$ cat config.mk
export PLATFORM = sky130hd
export DESIGN_NAME = receiver_uart
export DESIGN_NICKNAME = d
export VERILOG_FILES = /design/src/rtl/uart_ascii_pkg.sv /design/src/rtl/ascii_digit_decode.sv /design/src/rtl/receiver_uart.sv
export SDC_FILE = /design/constraint.sdc
export NUM_CORES = 1
export LEC_CHECK = 0
export BUFFER_PORTS_ARGS = -buffer_cell sky130_fd_sc_hd__buf_2
export CORE_MARGIN = 5
export CORE_UTILIZATION = 40
export DETAILED_ROUTE_END_ITERATION = 8
export PLACE_DENSITY_LB_ADDON = 0.1
export SLEW_MARGIN = 0
export SYNTH_ARGS = -nofsm -noshare
export SYNTH_HDL_FRONTEND = slang
export SYNTH_HIERARCHICAL = 1
export SYNTH_SLANG_ARGS = --single-unit
$ cat constraint.sdc
create_clock -name clk -period 4.7 [get_ports clk]
set_clock_uncertainty 0.05 [all_clocks]
set_input_delay 0.47 -clock clk [delete_from_list [all_inputs] [get_ports clk]]
set_output_delay 0.47 -clock clk [all_outputs]
set_load 0.02 [all_outputs]
$ cat src/rtl/uart_ascii_pkg.sv
`default_nettype none
// ============================================================================
// Package  : uart_ascii_pkg
// Brief    : ASCII constants and the parse-state encoding shared by UART text
//            senders and receivers.
// Revision : 1.0
// ============================================================================
package uart_ascii_pkg;

    localparam logic [7:0] ASCII_0  = 8'h30;
    localparam logic [7:0] ASCII_9  = 8'h39;
    localparam logic [7:0] ASCII_CR = 8'h0D;
    localparam logic [7:0] ASCII_LF = 8'h0A;

    typedef enum logic [1:0] {
        ST_IDLE    = 2'd0,
        ST_ACCUM   = 2'd1,
        ST_DISCARD = 2'd2
    } rx_state_e;

endpackage
`default_nettype wire

$ cat src/rtl/ascii_digit_decode.sv
`default_nettype none
// ============================================================================
// Module   : ascii_digit_decode
// Brief    : Combinational classifier: byte -> decimal digit / line terminator.
// Revision : 1.0
// ============================================================================
module ascii_digit_decode
    import uart_ascii_pkg::*;
(
    input  logic [7:0] i_byte,
    output logic       o_is_digit,
    output logic       o_is_term,
    output logic [3:0] o_digit
);

    assign o_is_digit = (i_byte >= ASCII_0) && (i_byte <= ASCII_9);
    assign o_is_term  = (i_byte == ASCII_CR) || (i_byte == ASCII_LF);
    // Low nibble equals the digit value for 0x30..0x39; meaningless otherwise.
    assign o_digit    = i_byte[3:0];

endmodule
`default_nettype wire

$ cat src/rtl/receiver_uart.sv
`default_nettype none
// ============================================================================
// Module   : receiver_uart
// Brief    : Pops ASCII bytes from a FWFT RX FIFO and parses CR/LF terminated
//            decimal lines into a binary value.
// Options  : UART_RX_TIMEOUT_EN - abort a partial line after TIMEOUT_CYCLES idle
// Revision : 1.0
// ============================================================================
module receiver_uart
    import uart_ascii_pkg::*;
#(
    parameter int DATA_W         = 14,
    parameter int MAX_DIGITS     = 4,
    parameter int TIMEOUT_CYCLES = 1000000
) (
    input  logic              clk,
    input  logic              rst,
    input  logic              empty,
    input  logic [7:0]        rx_data,
    output logic              pop,
    output logic [DATA_W-1:0] o_value,
    output logic              o_valid,
    output logic              o_error
);

    localparam int CNT_W = $clog2(MAX_DIGITS + 1);

    rx_state_e         state_q, state_d;
    logic [7:0]        byte_q, byte_d;
    logic              byte_vld_q, byte_vld_d;
    logic              pop_q, pop_d;
    logic [DATA_W-1:0] acc_q, acc_d;
    logic [DATA_W-1:0] value_q, value_d;
    logic [CNT_W-1:0]  cnt_q, cnt_d;
    logic              valid_q, valid_d;
    logic              error_q, error_d;

    logic              is_digit;
    logic              is_term;
    logic [3:0]        digit;
    logic              tmo_hit;

    ascii_digit_decode u_decode (
        .i_byte     (byte_q),
        .o_is_digit (is_digit),
        .o_is_term  (is_term),
        .o_digit    (digit)
    );

    // Latch the head byte and pop it in the same edge; pop_q blocks a second
    // latch while the FIFO is still presenting the byte being removed.
    always_comb begin
        pop_d      = 1'b0;
        byte_vld_d = 1'b0;
        byte_d     = byte_q;
        if (!empty && !pop_q) begin
            pop_d      = 1'b1;
            byte_vld_d = 1'b1;
            byte_d     = rx_data;
        end
    end

    always_comb begin
        state_d = state_q;
        acc_d   = acc_q;
        cnt_d   = cnt_q;
        value_d = value_q;
        valid_d = 1'b0;
        error_d = 1'b0;
        if (byte_vld_q) begin
            case (state_q)
                ST_IDLE: begin
                    if (is_digit) begin
                        acc_d   = DATA_W'(digit);
                        cnt_d   = CNT_W'(1);
                        state_d = ST_ACCUM;
                    end else if (!is_term) begin
                        state_d = ST_DISCARD;
                    end
                end
                ST_ACCUM: begin
                    if (is_digit) begin
                        if (cnt_q == CNT_W'(MAX_DIGITS)) begin
                            state_d = ST_DISCARD;
                        end else begin
                            acc_d = (acc_q << 3) + (acc_q << 1) + DATA_W'(digit);
                            cnt_d = cnt_q + CNT_W'(1);
                        end
                    end else if (is_term) begin
                        value_d = acc_q;
                        valid_d = 1'b1;
                        state_d = ST_IDLE;
                    end else begin
                        state_d = ST_DISCARD;
                    end
                end
                ST_DISCARD: begin
                    if (is_term) begin
                        error_d = 1'b1;
                        state_d = ST_IDLE;
                    end
                end
                default: state_d = ST_IDLE;
            endcase
        end else if (tmo_hit) begin
            error_d = 1'b1;
            state_d = ST_IDLE;
        end
    end

`ifdef UART_RX_TIMEOUT_EN
    localparam int TMO_W = $clog2(TIMEOUT_CYCLES + 1);

    logic [TMO_W-1:0] tmo_q, tmo_d;

    // Counts idle cycles of a partial line; any processed byte restarts it.
    always_comb begin
        tmo_d   = tmo_q;
        tmo_hit = 1'b0;
        if (byte_vld_q || (state_q == ST_IDLE)) begin
            tmo_d = '0;
        end else if (tmo_q == TMO_W'(TIMEOUT_CYCLES - 1)) begin
            tmo_d   = '0;
            tmo_hit = 1'b1;
        end else begin
            tmo_d = tmo_q + TMO_W'(1);
        end
    end

    always_ff @(posedge clk) begin
        if (rst) begin
            tmo_q <= '0;
        end else begin
            tmo_q <= tmo_d;
        end
    end
`else
    assign tmo_hit = 1'b0;

    // TIMEOUT_CYCLES has no effect in this build; a partial line waits forever.
    if (TIMEOUT_CYCLES < 1) begin : g_timeout_unused
    end
`endif

    always_ff @(posedge clk) begin
        if (rst) begin
            state_q    <= ST_IDLE;
            byte_q     <= '0;
            byte_vld_q <= 1'b0;
            pop_q      <= 1'b0;
            acc_q      <= '0;
            cnt_q      <= '0;
            value_q    <= '0;
            valid_q    <= 1'b0;
            error_q    <= 1'b0;
        end else begin
            state_q    <= state_d;
            byte_q     <= byte_d;
            byte_vld_q <= byte_vld_d;
            pop_q      <= pop_d;
            acc_q      <= acc_d;
            cnt_q      <= cnt_d;
            value_q    <= value_d;
            valid_q    <= valid_d;
            error_q    <= error_d;
        end
    end

    assign pop     = pop_q;
    assign o_value = value_q;
    assign o_valid = valid_q;
    assign o_error = error_q;

endmodule
`default_nettype wire
Word level (Yosys, flattened, before mapping)
Index checks and enable logic that the tools add are counted.
- flip-flop bits (word level): 44
- bits of input ports: 11
- output and inout port bits: 17
- word-level logic and storage cells: 57
- $add $sub $neg: 3
- magnitude comparators: 2
- eq/ne operators: 11
- multiplexer cells: 17
- bitwise gates (word level): 4
- reduce and logical (&&, ||, !) cells: 12
- operators by type and width (cell ; number):
    14-bit 2-to-1 mux ; 3
    14-bit case mux with 2 select lines ; 1
    8-bit by 4-bit equality test with 1-bit output (second input constant) ; 2
    14-bit adder ; 1
    14-bit by 4-bit adder with 14-bit output ; 1
    2-bit 2-to-1 mux ; 6
    3-bit 2-to-1 mux ; 3
    8-bit by 6-bit greater-or-equal comparator with 1-bit output (second input constant) ; 1
    8-bit by 6-bit less-or-equal comparator with 1-bit output (second input constant) ; 1
    2-bit inequality test (second input constant) ; 4
    4-bit AND reduction ; 2
    3-bit inequality test (second input constant) ; 2
    2-bit case mux with 3 select lines ; 1
    3-bit case mux with 2 select lines ; 1
    5-bit AND reduction ; 1
    1-bit inverter ; 4
    4-bit OR reduction ; 1
    3-bit by 1-bit adder with 3-bit output (second input constant) ; 1
    3-bit equality test (second input constant) ; 1
    3-bit OR reduction ; 1
    2-bit by 1-bit equality test with 1-bit output (second input constant) ; 1
    2-bit equality test (second input constant) ; 1
    1-bit logical AND ; 2
    1-bit zero test ; 2
    other kinds (4) ; 5

Logic depth before layout (Yosys ltp)
Gate-level depths: netlist of the first run.
- depth after elaboration: 5
- gate-level depth with buffers: 10
- gate-level depth less buffers: 9

Hierarchy
Netlist of the first run, hierarchy kept.
- by module, submodules not included (module ; instances ; cells each ; area an instance (sq um) ; sequential area each (sq um)):
    receiver_uart ; 1 ; 257 ; 2282.2 ; 880.8
    ascii_digit_decode ; 1 ; 11 ; 78.8 ; 0.0

Worst setup path after synthesis of the first run
Ideal clock, no wire load.
- kind: flip-flop to flip-flop
- start point: register byte_q[3]
- end point: register acc_q[12]
- setup time: 123 ps
- data arrival time: 2418 ps
- required time: 4527 ps
- setup slack: 2109 ps
- stages on the path, launching flop included: 11
- buffers on the path: 1
- clock period less this slack: 2591 ps
- cells stage by stage: dfxtp_1 > buf_4 > inv_1 > fa_1 > inv_1 > fa_1 > a21o_1 > a221oi_1 > o221ai_1 > xnor2_1 > o21ai_0
- longest elaborated chain between the ends: 4
- elaborated cells on any way between the ends: 10
- those cells by class: 1 x add/sub; 2 x order compare; 2 x eq/ne; 3 x mux; 2 x reduce/logical
- RTL lines (item ; RTL line ; RTL):
    start, declared ; receiver_uart.sv:29 ; logic [7:0] byte_q, byte_d;
    start signal, assigned ; receiver_uart.sv:158 ; byte_q <= byte_d;
    14-bit by 4-bit adder with 14-bit output (tied with other cells) ; receiver_uart.sv:86 ; acc_d = (acc_q << 3) + (acc_q << 1) + DATA_W'(digit);
    14-bit 2-to-1 mux / 1-bit logical AND (equally long branches) ; receiver_uart.sv:83, ascii_digit_decode.sv:16 ;
    14-bit 2-to-1 mux / 2-bit inequality test (equally long branches) ; - ;
    14-bit case mux with 2 select lines / 5-bit AND reduction (equally long branches) ; - ;
    end signal, assigned ; receiver_uart.sv:151 ; acc_q <= '0;
    end signal, assigned ; receiver_uart.sv:161 ; acc_q <= acc_d;
    end, declared ; receiver_uart.sv:32 ; logic [DATA_W-1:0] acc_q, acc_d;
Parallel ways exist; a longest one is shown, timed or not. The select of a mux whose other input is x is not followed.
A chain may end at the register's enable or synchronous reset.

Final worst setup path of the first run
- start point: register acc_q[0]
- end point: register acc_q[12]
- longest elaborated chain between the ends: 5
- RTL lines (item ; RTL line ; RTL):
    14-bit adder ; receiver_uart.sv:86 ;
    14-bit by 4-bit adder with 14-bit output ; receiver_uart.sv:86 ;
    14-bit 2-to-1 mux ; receiver_uart.sv:83 ; if (cnt_q == CNT_W'(MAX_DIGITS)) begin
    14-bit 2-to-1 mux ; receiver_uart.sv:82 ; if (is_digit) begin
    14-bit case mux with 2 select lines ; receiver_uart.sv:71 ; case (state_q)
Every way passes these cells. The select of a mux whose other input is x is not followed.

==> qor.txt, run 1 <==
post-synth net total: 305
PostCTS Resize Cnt: 0
Max Fclk: 0.365 GHz
warning count from the yosys run: 6
area delta synth->final: 11.1%
switching share of power: 22.7%
Core Area: 5820 um2
final-report setup violation count: 0
Final #Nets: 322
clock transition at the registers of the reported paths: 90 ps
TritonCTS clock tree: done
aggregate global routing overflow: 0
Final Util: 45.1%
worst r2r src: acc_q[0]$_SDFFE_PP0P_
Main synth FF type: dfxtp_1
clock sinks: 44
GRT Total Usage: 15.0%
total of max-cap violations: 0
global placer's final weighted congestion: 0.851
post-route ant nets: 0
Post-CTS Setup Inserts: 0
number of synthesized register bits: 44
P_sw: 0.161 mW
cells after synthesis: 268
total via count in the routed design: 1893
setup TNS: 0 ps
Seq/Total Area, Yosys: 37.3%
H-Tree Depth: 2
Netlist cell types: 45
# diodes: 0
Root Buffer: clkbuf_8
CP max FO: 3
Non-Filler Instances: 361
Cell Area, Synth: 2360 um2
first-pass GRT wire length: 9000 um
initial core utilization: 40.6%
combinational share of power: 3.7%
unrepaired setup endpoints after global routing: no
Die Wd: 86.8 um
vias in the first global route: 1806
internal power: 0.547 mW
Reg power frac: 54.1%
layout cells sized above 1: 13.3%
WL final: 5170 um
asr flop ratio synth: 0%
num ports: 28
status: complete, no violations
WP data arrival: 2920 ps
routed len/inst: 14.3 um
worst path cell trace: inv_1 -> fa_1 -> inv_1 -> fa_1 -> a21o_1 -> a221oi_1 -> o221ai_1 -> xnor2_1 -> o21ai_0
DRC viols: 0
initial antenna violation count: 0
Hold WS: 344 ps
critical path class: flop to flop
Avg Cell Area, Syn: 8.81 um2
final critical-path share of the clock period: 58.3%
Critical path origin: acc_q[0]$_SDFFE_PP0P_
slew margin rel.: 49.7%
final slew viol count: 0
Leakage Power: 1.27 nW
Hold Crit Depth: 3
worst vdd ir: 0.000137 V
critical path capture point type: flop
Least-Margin Pin Slew: 755 ps
Setup crit start kind: flop
drt pass-1 iters: 4
Hold Path Class: input port to flop
Cell Rows: 28
clock buffer count from CTS: 5
Clk pwr share: 42.2%
largest net degree at the start of global routing: 43
required time worst endpoint: 4880 ps
Skew-Pair Late Insertion Delay: 300 ps
Buffers on Ports: 27
CP max stage delay: 540 ps
post-DR vias/cell: 5.24
reg2reg path depth: 9
die height: 86.8 um
Pwr Density: 270 nW/um2
First DRT Iteration DRCs: 133
Post-synth EDFFs: 0
Longest Clk Path Bufs: 2
Post-DP HPWL: 3810 um
Final Hold Fails: 0
Hold Startpoint: rx_data[7]
hold buffer count at CTS: 0
dpl cells: 353
Die Area: 7540 um2
min cycle time layout: 2740 ps
CP max-delay cell: fa_1
Post-DP Area: 2510 um2
Layout Cell Area excl Fill: 2620 um2
reg2reg setup slack: 1960 ps
sequential cells by signal, summed over array words and instances (netlist names):
name / flops
acc_q: 14
o_value: 14
byte_q: 8
cnt_q: 3
state_q: 2
o_error: 1
o_valid: 1
pop: 1
through the flow:
stage | total power [mW] | worst slack [ps]
global placement | 0.419 | 1980
detailed placement | 0.419 | 1950
CTS | 0.724 | 1940
finish | 0.709 | 1960
floorplan | 0.412 | 2110
global route | 0.743 | 1770
synth_stat cells, drive strengths merged, types with 2 or more instances:
cell type / n / share of area (%)
nand4: 4 / 1.1
buf: 8 / 2.1
nor3: 2 / 0.42
and3: 2 / 0.53
nand3: 12 / 2.8
clkbuf: 9 / 1.4
nand4b: 2 / 0.74
and3b: 2 / 0.74
nand2: 23 / 3.7
a21o: 5 / 1.6
xor2: 3 / 1.1
or3: 3 / 0.79
xnor2: 6 / 2.2
ha: 24 / 13
inv: 8 / 1.3
a22oi: 4 / 1.3
a21oi: 29 / 6.3
nor2b: 3 / 0.79
nor2: 27 / 4.3
a32o: 2 / 0.85
dfxtp: 44 / 37
fa: 2 / 1.7
o21ai: 15 / 3.2
mux2i: 12 / 5.1
routing by layer:
metal	global-route usage (%)	routed length, um	vias up
met5	0	0	-
met4	3.82	42	0
met3	3.52	236	4
met2	22.7	2320	30
met1	21.3	2570	877
li1	-	-	982
layout make-up:
| type | instances | area, um2 |
|---|---|---|
| clock buffer | 5 | 68.8 |
| multi-input combinational | 199 | 1370 |
| inverter | 8 | 30.0 |
| clock inverter | 3 | 46.3 |
| timing repair buffer | 27 | 135 |
| sequential | 44 | 881 |
| fill | 602 | 3190 |
| tap | 75 | 93.8 |
cells by family (layout without fill, tap and decap cells):
kind of cell,Yosys count,after routing,synth area share (%)
fa+ha+maj,26,26,14.4
compound gates,64,64,16.7
buf+inv,25,43,4.77
mux,12,12,5.09
flops,44,44,37.3
simple gates,88,88,18.3
xor+xnor,9,9,3.34
power groups by stage:
stage	clock (mW)	sequential [mW]	combinational, mW
after CTS	0.314	0.384	0.0265
final	0.299	0.384	0.0259
after global placement	0	0.392	0.0264
after global routing	0.328	0.385	0.0309
after floorplan	0	0.390	0.0215
after detailed placement	0	0.392	0.0265
final timing paths:
| path | endpoint |
|---|---|
| setup / recovery | acc_q[12]$_SDFFE_PP0P_ |
| hold / removal | byte_q[7]$_SDFFE_PP0P_ |
| setup reg to reg | acc_q[12]$_SDFFE_PP0P_ |
| hold reg to reg | acc_q[0]$_SDFFE_PP0P_ |
critical path, delay by kind of cell (launching register included):
kind,cells,cell delay [ps]
buffers and inverters,2,150
XOR/XNOR,1,150
flip-flops,1,350
AO/OA/AOI/OAI,4,980
adder cells (fa/ha/maj),2,990
cells in the final DEF (no fill, tap or decap), drive strengths merged, types with 9 or more instances in the layout:
cell and n:
nand3 12, nor2 27, buf 27, ha 24, a21oi 29, nand2 23, o21ai 15, inv 9
mux2i 12, dfxtp 44
Power figures use the tool's default switching activity.
==> run 2, diff against run 1 <==
ABC_AREA = 1   (was not set)
clock period = 2.77 ns   (was 4.7 ns; I/O delays follow)
==> run 2 against run 1 <==
Compared with the run above:
- die area up 9.3%
- synthesized area up 11%
- count of clock-buffer cells in the layout unchanged
- largest power group unchanged
- synthesized cell count up 40%
- first-iteration DRC count is 0.75% lower
- sequential share of layout area is 2.7 points lower
- fmax up 20%
==> qor.txt, run 2 <==
First DRT Iteration DRCs: 132 (-0.75%)
Hold Crit Depth: 3 (unchanged)
Post-DP Area: 2760 um2 (+10%)
Final Hold Fails: 0 (unchanged)
WP data arrival: 2470 ps (-450 ps)
Synth area leaders: dfxtp_1, nand2_1, ha_1, nor2_1, inv_1
reg2reg path depth: 13 (+4)
Layout Cell Area excl Fill: 2860 um2 (+8.9%)
Cell Area, Synth: 2610 um2 (+11%)
unrepaired setup endpoints after global routing: no
TritonCTS clock tree: done
Skew-Pair Late Insertion Delay: 300 ps (about the same)
Buffers on Ports: 27 (unchanged)
number of synthesized register bits: 44 (unchanged)
vias in the first global route: 2264 (+25%)
FF-to-FF End: acc_q[8]$_SDFFE_PP0P_
worst vdd ir: 0.000278 V (+100%)
cells after synthesis: 375 (+40%)
Seq/Total Area, Yosys: 33.7% (-3.6 points)
min cycle time layout: 2290 ps (-451 ps)
# diodes: 0 (unchanged)
routed len/inst: 12.9 um (-9.9%)
Pwr Density: 399 nW/um2 (+48%)
worst r2r src: byte_q[3]$_SDFFE_PP0P_
Post-synth EDFFs: 0 (unchanged)
PostCTS Resize Cnt: 0 (unchanged)
warning count from the yosys run: 6 (unchanged)
total of max-cap violations: 0 (unchanged)
Hold Path Class: input port to flop
GR met2 Demand/Resource: 27.9% (+5.2 points)
final critical-path share of the clock period: 82.6% (+24 points)
commonest non-fill, non-tap cell in the layout: nand2_1
Cell Rows: 29 (+3.6%)
Netlist cell types: 28 (-38%)
WL final: 6140 um (+19%)
largest net degree at the start of global routing: 28 (-35%)
most frequent cells in the layout: nand2_1, nor2_1, inv_1, dfxtp_1, buf_2
Core Area: 6350 um2 (+9.2%)
final-report setup violation count: 0 (unchanged)
GRT Total Usage: 15.6% (+0.60 points)
Setup crit start kind: flop
required time worst endpoint: 2950 ps (-1930 ps)
post-DR vias/cell: 4.96 (-5.4%)
most frequent cells after synthesis: nand2_1, nor2_1, inv_1, dfxtp_1, a21oi_1
most frequent cell after synthesis: nand2_1
first-pass GRT wire length: 10700 um (+19%)
Die Area: 8240 um2 (+9.3%)
H-Tree Depth: 2 (unchanged)
final slew viol count: 0 (unchanged)
area delta synth->final: 9.40%
aggregate global routing overflow: 0 (unchanged)
clock buffer count from CTS: 5 (unchanged)
Post-CTS Setup Inserts: 0 (unchanged)
initial core utilization: 41.1% (+0.51 points)
Non-Filler Instances: 476 (+32%)
Longest Clk Path Bufs: 2 (unchanged)
largest area contributor in the netlist: dfxtp_1
Least-Margin Pin Slew: 726 ps (-29.1 ps)
Post-DP HPWL: 4720 um (+24%)
clock sinks: 44 (unchanged)
post-route ant nets: 0 (unchanged)
clock transition at the registers of the reported paths: 100 ps (about the same)
slew margin rel.: 51.5% (+1.9 points)
CP max FO: 5 (+2)
dpl cells: 468 (+33%)
Leakage Power: 1.45 nW (+15%)
status: complete, no violations
initial antenna violation count: 0 (unchanged)
Avg Cell Area, Syn: 6.96 um2 (-21%)
DRC viols: 0 (unchanged)
setup TNS: 0 ps (unchanged)
reg2reg setup slack: 480 ps (-1480 ps)
Main synth FF type: dfxtp_1
Root Buffer: clkbuf_8
post-synth net total: 412 (+35%)
met3 layer usage reported by global route: 2.83% (-0.68 points)
worst setup path end: acc_q[8]$_SDFFE_PP0P_
critical path capture point type: flop
layout cells sized above 1: 14.8% (+1.5 points)
num ports: 28 (unchanged)
hold buffer count at CTS: 0 (unchanged)
Most Crowded Layer GR: met2
drt pass-1 iters: 5 (+1)
met1 Use GR: 19.4% (-1.9 points)
die height: 90.8 um (+4.5%)
total via count in the routed design: 2362 (+25%)
Max Fclk: 0.437 GHz (+20%)
critical path class: flop to flop
Hold WS: 153 ps (-191 ps)
asr flop ratio synth: 0% (unchanged)
Die Wd: 90.8 um (+4.5%)
Final #Nets: 435 (+35%)
Critical path origin: byte_q[3]$_SDFFE_PP0P_
global placer's final weighted congestion: 0.775 (-8.9%)
post-synth top area share: 33.7% (-3.6 points)
-- run 2: power breakdown --
group | switching [mW] | total (mW) | internal (mW) | leakage (nW)
clock network | 0.239 | 0.418 | 0.179 | 0.0404
logic | 0.0425 | 0.0653 | 0.0228 | 1.06
registers | 0.0118 | 0.655 | 0.644 | 0.357
total | 0.293 | 1.14 | 0.845 | 1.45
-- run 2: final cells by class --
class | count | area, um2
Tap cell | 77 | 96.3
Fill cell | 678 | 3490
Timing Repair Buffer | 28 | 143
Clock buffer | 5 | 68.8
Multi-Input combinational cell | 267 | 1450
Clock inverter | 3 | 23.8
Inverter | 52 | 195
Sequential cell | 44 | 881
-- run 2: kinds of logic (layout without fill, tap and decap cells) --
group / after synthesis / after routing / synth area share (%)
AOI/OAI and AO/OA: 60 / 60 / 12.1
buffers and inverters: 64 / 88 / 10.8
DFF: 44 / 44 / 33.7
adders and majority gates: 26 / 26 / 13.0
and+or+nand+nor: 181 / 181 / 30.3
-- run 2: worst min-delay path by stage --
stage | endpoint | startpoint
6_report | byte_q[6]$_SDFFE_PP0P_ | rx_data[6]
5_1_grt | byte_q[0]$_SDFFE_PP0P_ | rx_data[0]
4_1_cts | byte_q[6]$_SDFFE_PP0P_ | rx_data[6]
3_5_place_dp | acc_q[13]$_SDFFE_PP0P_ | acc_q[13]$_SDFFE_PP0P_
3_3_place_gp | cnt_q[2]$_SDFFE_PP0P_ | cnt_q[2]$_SDFFE_PP0P_
2_1_floorplan | byte_q[4]$_SDFFE_PP0P_ | rx_data[4]
-- run 2: through the flow --
step           setup slack (ps)  total power, mW  util, %
2_1_floorplan               617            0.719        -
3_3_place_gp                561            0.735     43.5
3_5_place_dp                488            0.736     43.5
4_1_cts                     466             1.15     45.0
5_1_grt                     233             1.19     45.0
6_report                    481             1.14     45.0
-- run 2: worst max-delay path: stages (launching register included) --
cell and delay (ps):
dfxtp_1 420, inv_1 80, fa_1 480, inv_1 70, fa_1 460, nand2_1 100, nor2_1 40, nor2_1 70
inv_1 80, nand2_1 80, nand2_1 50, nand2_1 60, nand3_1 60, a21oi_1 120
-- run 2: per-layer routing --
layer	routed length, um	part of all wire [%]
met3	203	3.3
met1	2750	45
met5	0	0
met4	39	0.63
met2	3150	51
==> run 3, diff against run 2 <==
ABC_AREA = 0   (was 1)
clock period = 2.38 ns   (was 2.77 ns; I/O delays follow)
==> run 3 against run 2 <==
Compared with the run above:
- the flow now finishes with violations (negative setup slack)
- routed wire length shrank 9.5%
- sequential share of layout area grew 0.20 points
- worst hold slack lost 34 ps
- design area is essentially flat
- core utilization grew 4.1 points
- combinational power is essentially flat
- first-iteration DRC count shrank 47%
- cell count shrank 18%
- critical path depth shrank 4
==> qor.txt, run 3 (same netlist as run 1, synthesis figures left out) <==
status: finished, violations left
failing checks: negative setup slack
vias in the first global route: 1872 (-17%)
clock transition at the registers of the reported paths: 90 ps (about the same)
Final Util: 49.1% (+4.1 points)
first-pass GRT wire length: 9360 um (-13%)
Pwr Density: 460 nW/um2 (+15%)
Final Hold Fails: 0 (unchanged)
reg2reg setup slack: -20 ps (-500 ps)
# diodes: 0 (unchanged)
Hold WS: 119 ps (-34.5 ps)
dpl cells: 380 (-19%)
worst vdd ir: 0.000356 V (+28%)
post-DR vias/cell: 5.10 (+2.7%)
Setup crit start kind: flop
WP data arrival: 2520 ps (+50 ps)
Layout Cell Area excl Fill: 2850 um2 (about the same)
initial core utilization: 40.6% (-0.51 points)
final critical-path share of the clock period: 101% (+18 points)
critical path capture point type: flop
Cell Rows: 28 (-3.4%)
Post-DP HPWL: 4240 um (-10%)
global placer's final weighted congestion: 0.789 (+1.8%)
Final #Nets: 349 (-20%)
First DRT Iteration DRCs: 70 (-47%)
setup TNS: -30.6 ps (-30.6 ps)
area delta synth->final: 20.8%
WL final: 5560 um (-9.5%)
fillers: 565 (-17%)
post-route ant nets: 0 (unchanged)
Post-CTS Setup Inserts: 0 (unchanged)
Root Buffer: clkbuf_8
drt pass-1 iters: 4 (-1)
initial antenna violation count: 0 (unchanged)
routed len/inst: 14.3 um (+11%)
clock buffer count from CTS: 5 (unchanged)
die height: 86.8 um (-4.4%)
CP max FO: 3 (-2)
Max Fclk: 0.417 GHz (-4.5%)
Final WS setup: -17.7 ps (-498 ps)
H-Tree Depth: 2 (unchanged)
total of max-cap violations: 0 (unchanged)
aggregate global routing overflow: 0 (unchanged)
Post-DP Area: 2730 um2 (-1.3%)
Core Area: 5820 um2 (-8.4%)
required time worst endpoint: 2500 ps (-450 ps)
largest net degree at the start of global routing: 42 (+50%)
num ports: 28 (unchanged)
Leakage Power: 1.40 nW (-4.0%)
total via count in the routed design: 1977 (-16%)
TritonCTS clock tree: done
Hold Path Class: input port to flop
GRT Total Usage: 15.6% (+0.061 points)
Least-Margin Pin Slew: 499 ps (-227 ps)
Die Wd: 86.8 um (-4.4%)
Non-Filler Instances: 388 (-18%)
Skew-Pair Late Insertion Delay: 290 ps (about the same)
Die Area: 7540 um2 (-8.5%)
DRC viols: 0 (unchanged)
clock sinks: 44 (unchanged)
final slew viol count: 0 (unchanged)
slew margin rel.: 66.6% (+15 points)
critical path class: flop to flop
final-report setup violation count: 3 (+3)
most frequent cells in the layout: dfxtp_1, a21oi_1, nor2_1, buf_2, buf_4
Longest Clk Path Bufs: 2 (unchanged)
Total Power: 1.31 mW (+15%)
unrepaired setup endpoints after global routing: yes
layout cells sized above 1: 24.6% (+9.8 points)
dpl ws: -78.5 ps (-567 ps)
commonest non-fill, non-tap cell in the layout: dfxtp_1
min cycle time layout: 2400 ps (+108 ps)
hold buffer count at CTS: 0 (unchanged)
Buffers on Ports: 27 (unchanged)
-- run 3: cell types whose count changed in the layout (fill, tap and decap cells not counted), sizes merged, moves of 6 or more --
cell   delta
nand3    -12
xnor2     +6
nor2     -33
o21ai    -12
nand2    -64
buf      +26
inv      -43
mux2i    +12
-- run 3: what timing repair did --
action / CTS / global route
endpoints found under the setup margin: 7 / 7
gates resized for setup: 4 / 5
pin swaps: 12 / 0
-- run 3: metal layers --
| layer | wire (um) | GRT usage, % |
|---|---|---|
| met5 | 0 | 0 |
| met4 | 23 | 2.97 |
| met3 | 247 | 2.95 |
| met2 | 2440 | 23.8 |
| met1 | 2850 | 23.0 |
-- run 3: power by group --
group	switching (mW)	internal (mW)	leakage, nW
registers	0.00712	0.746	0.358
clock network	0.257	0.236	0.0445
logic	0.0402	0.0254	0.994
total	0.304	1.01	1.40
-- run 3: critical path, cell delays in order (launching register included) --
cell and delay [ps]:
dfxtp_2 340, inv_2 40, fa_1 540, inv_2 60, fa_2 350, a21o_1 200, a221oi_4 310, xor2_1 180
a2bb2oi_1 160, nor2_1 50
-- run 3: final cells by class --
class | count | area [um2] | area share (%)
clock inverters | 1 | 7.51 | 0.263
well taps | 75 | 93.8 | 3.29
flip-flops and latches | 44 | 886 | 31.1
repair buffers | 54 | 338 | 11.8
clock buffers | 7 | 86.3 | 3.03
inverters | 8 | 30.0 | 1.05
multi-input cells | 199 | 1410 | 49.5
-- run 3: worst paths after layout --
path | from | end | depth (start not counted)
worst min-delay path | rx_data[3] | byte_q[3]$_SDFFE_PP0P_ | 3
worst max-delay path | byte_q[3]$_SDFFE_PP0P_ | acc_q[8]$_SDFFE_PP0P_ | 9
worst min register to register | cnt_q[1]$_SDFFE_PP0P_ | cnt_q[1]$_SDFFE_PP0P_ | 2
worst max register to register | byte_q[3]$_SDFFE_PP0P_ | acc_q[8]$_SDFFE_PP0P_ | 9
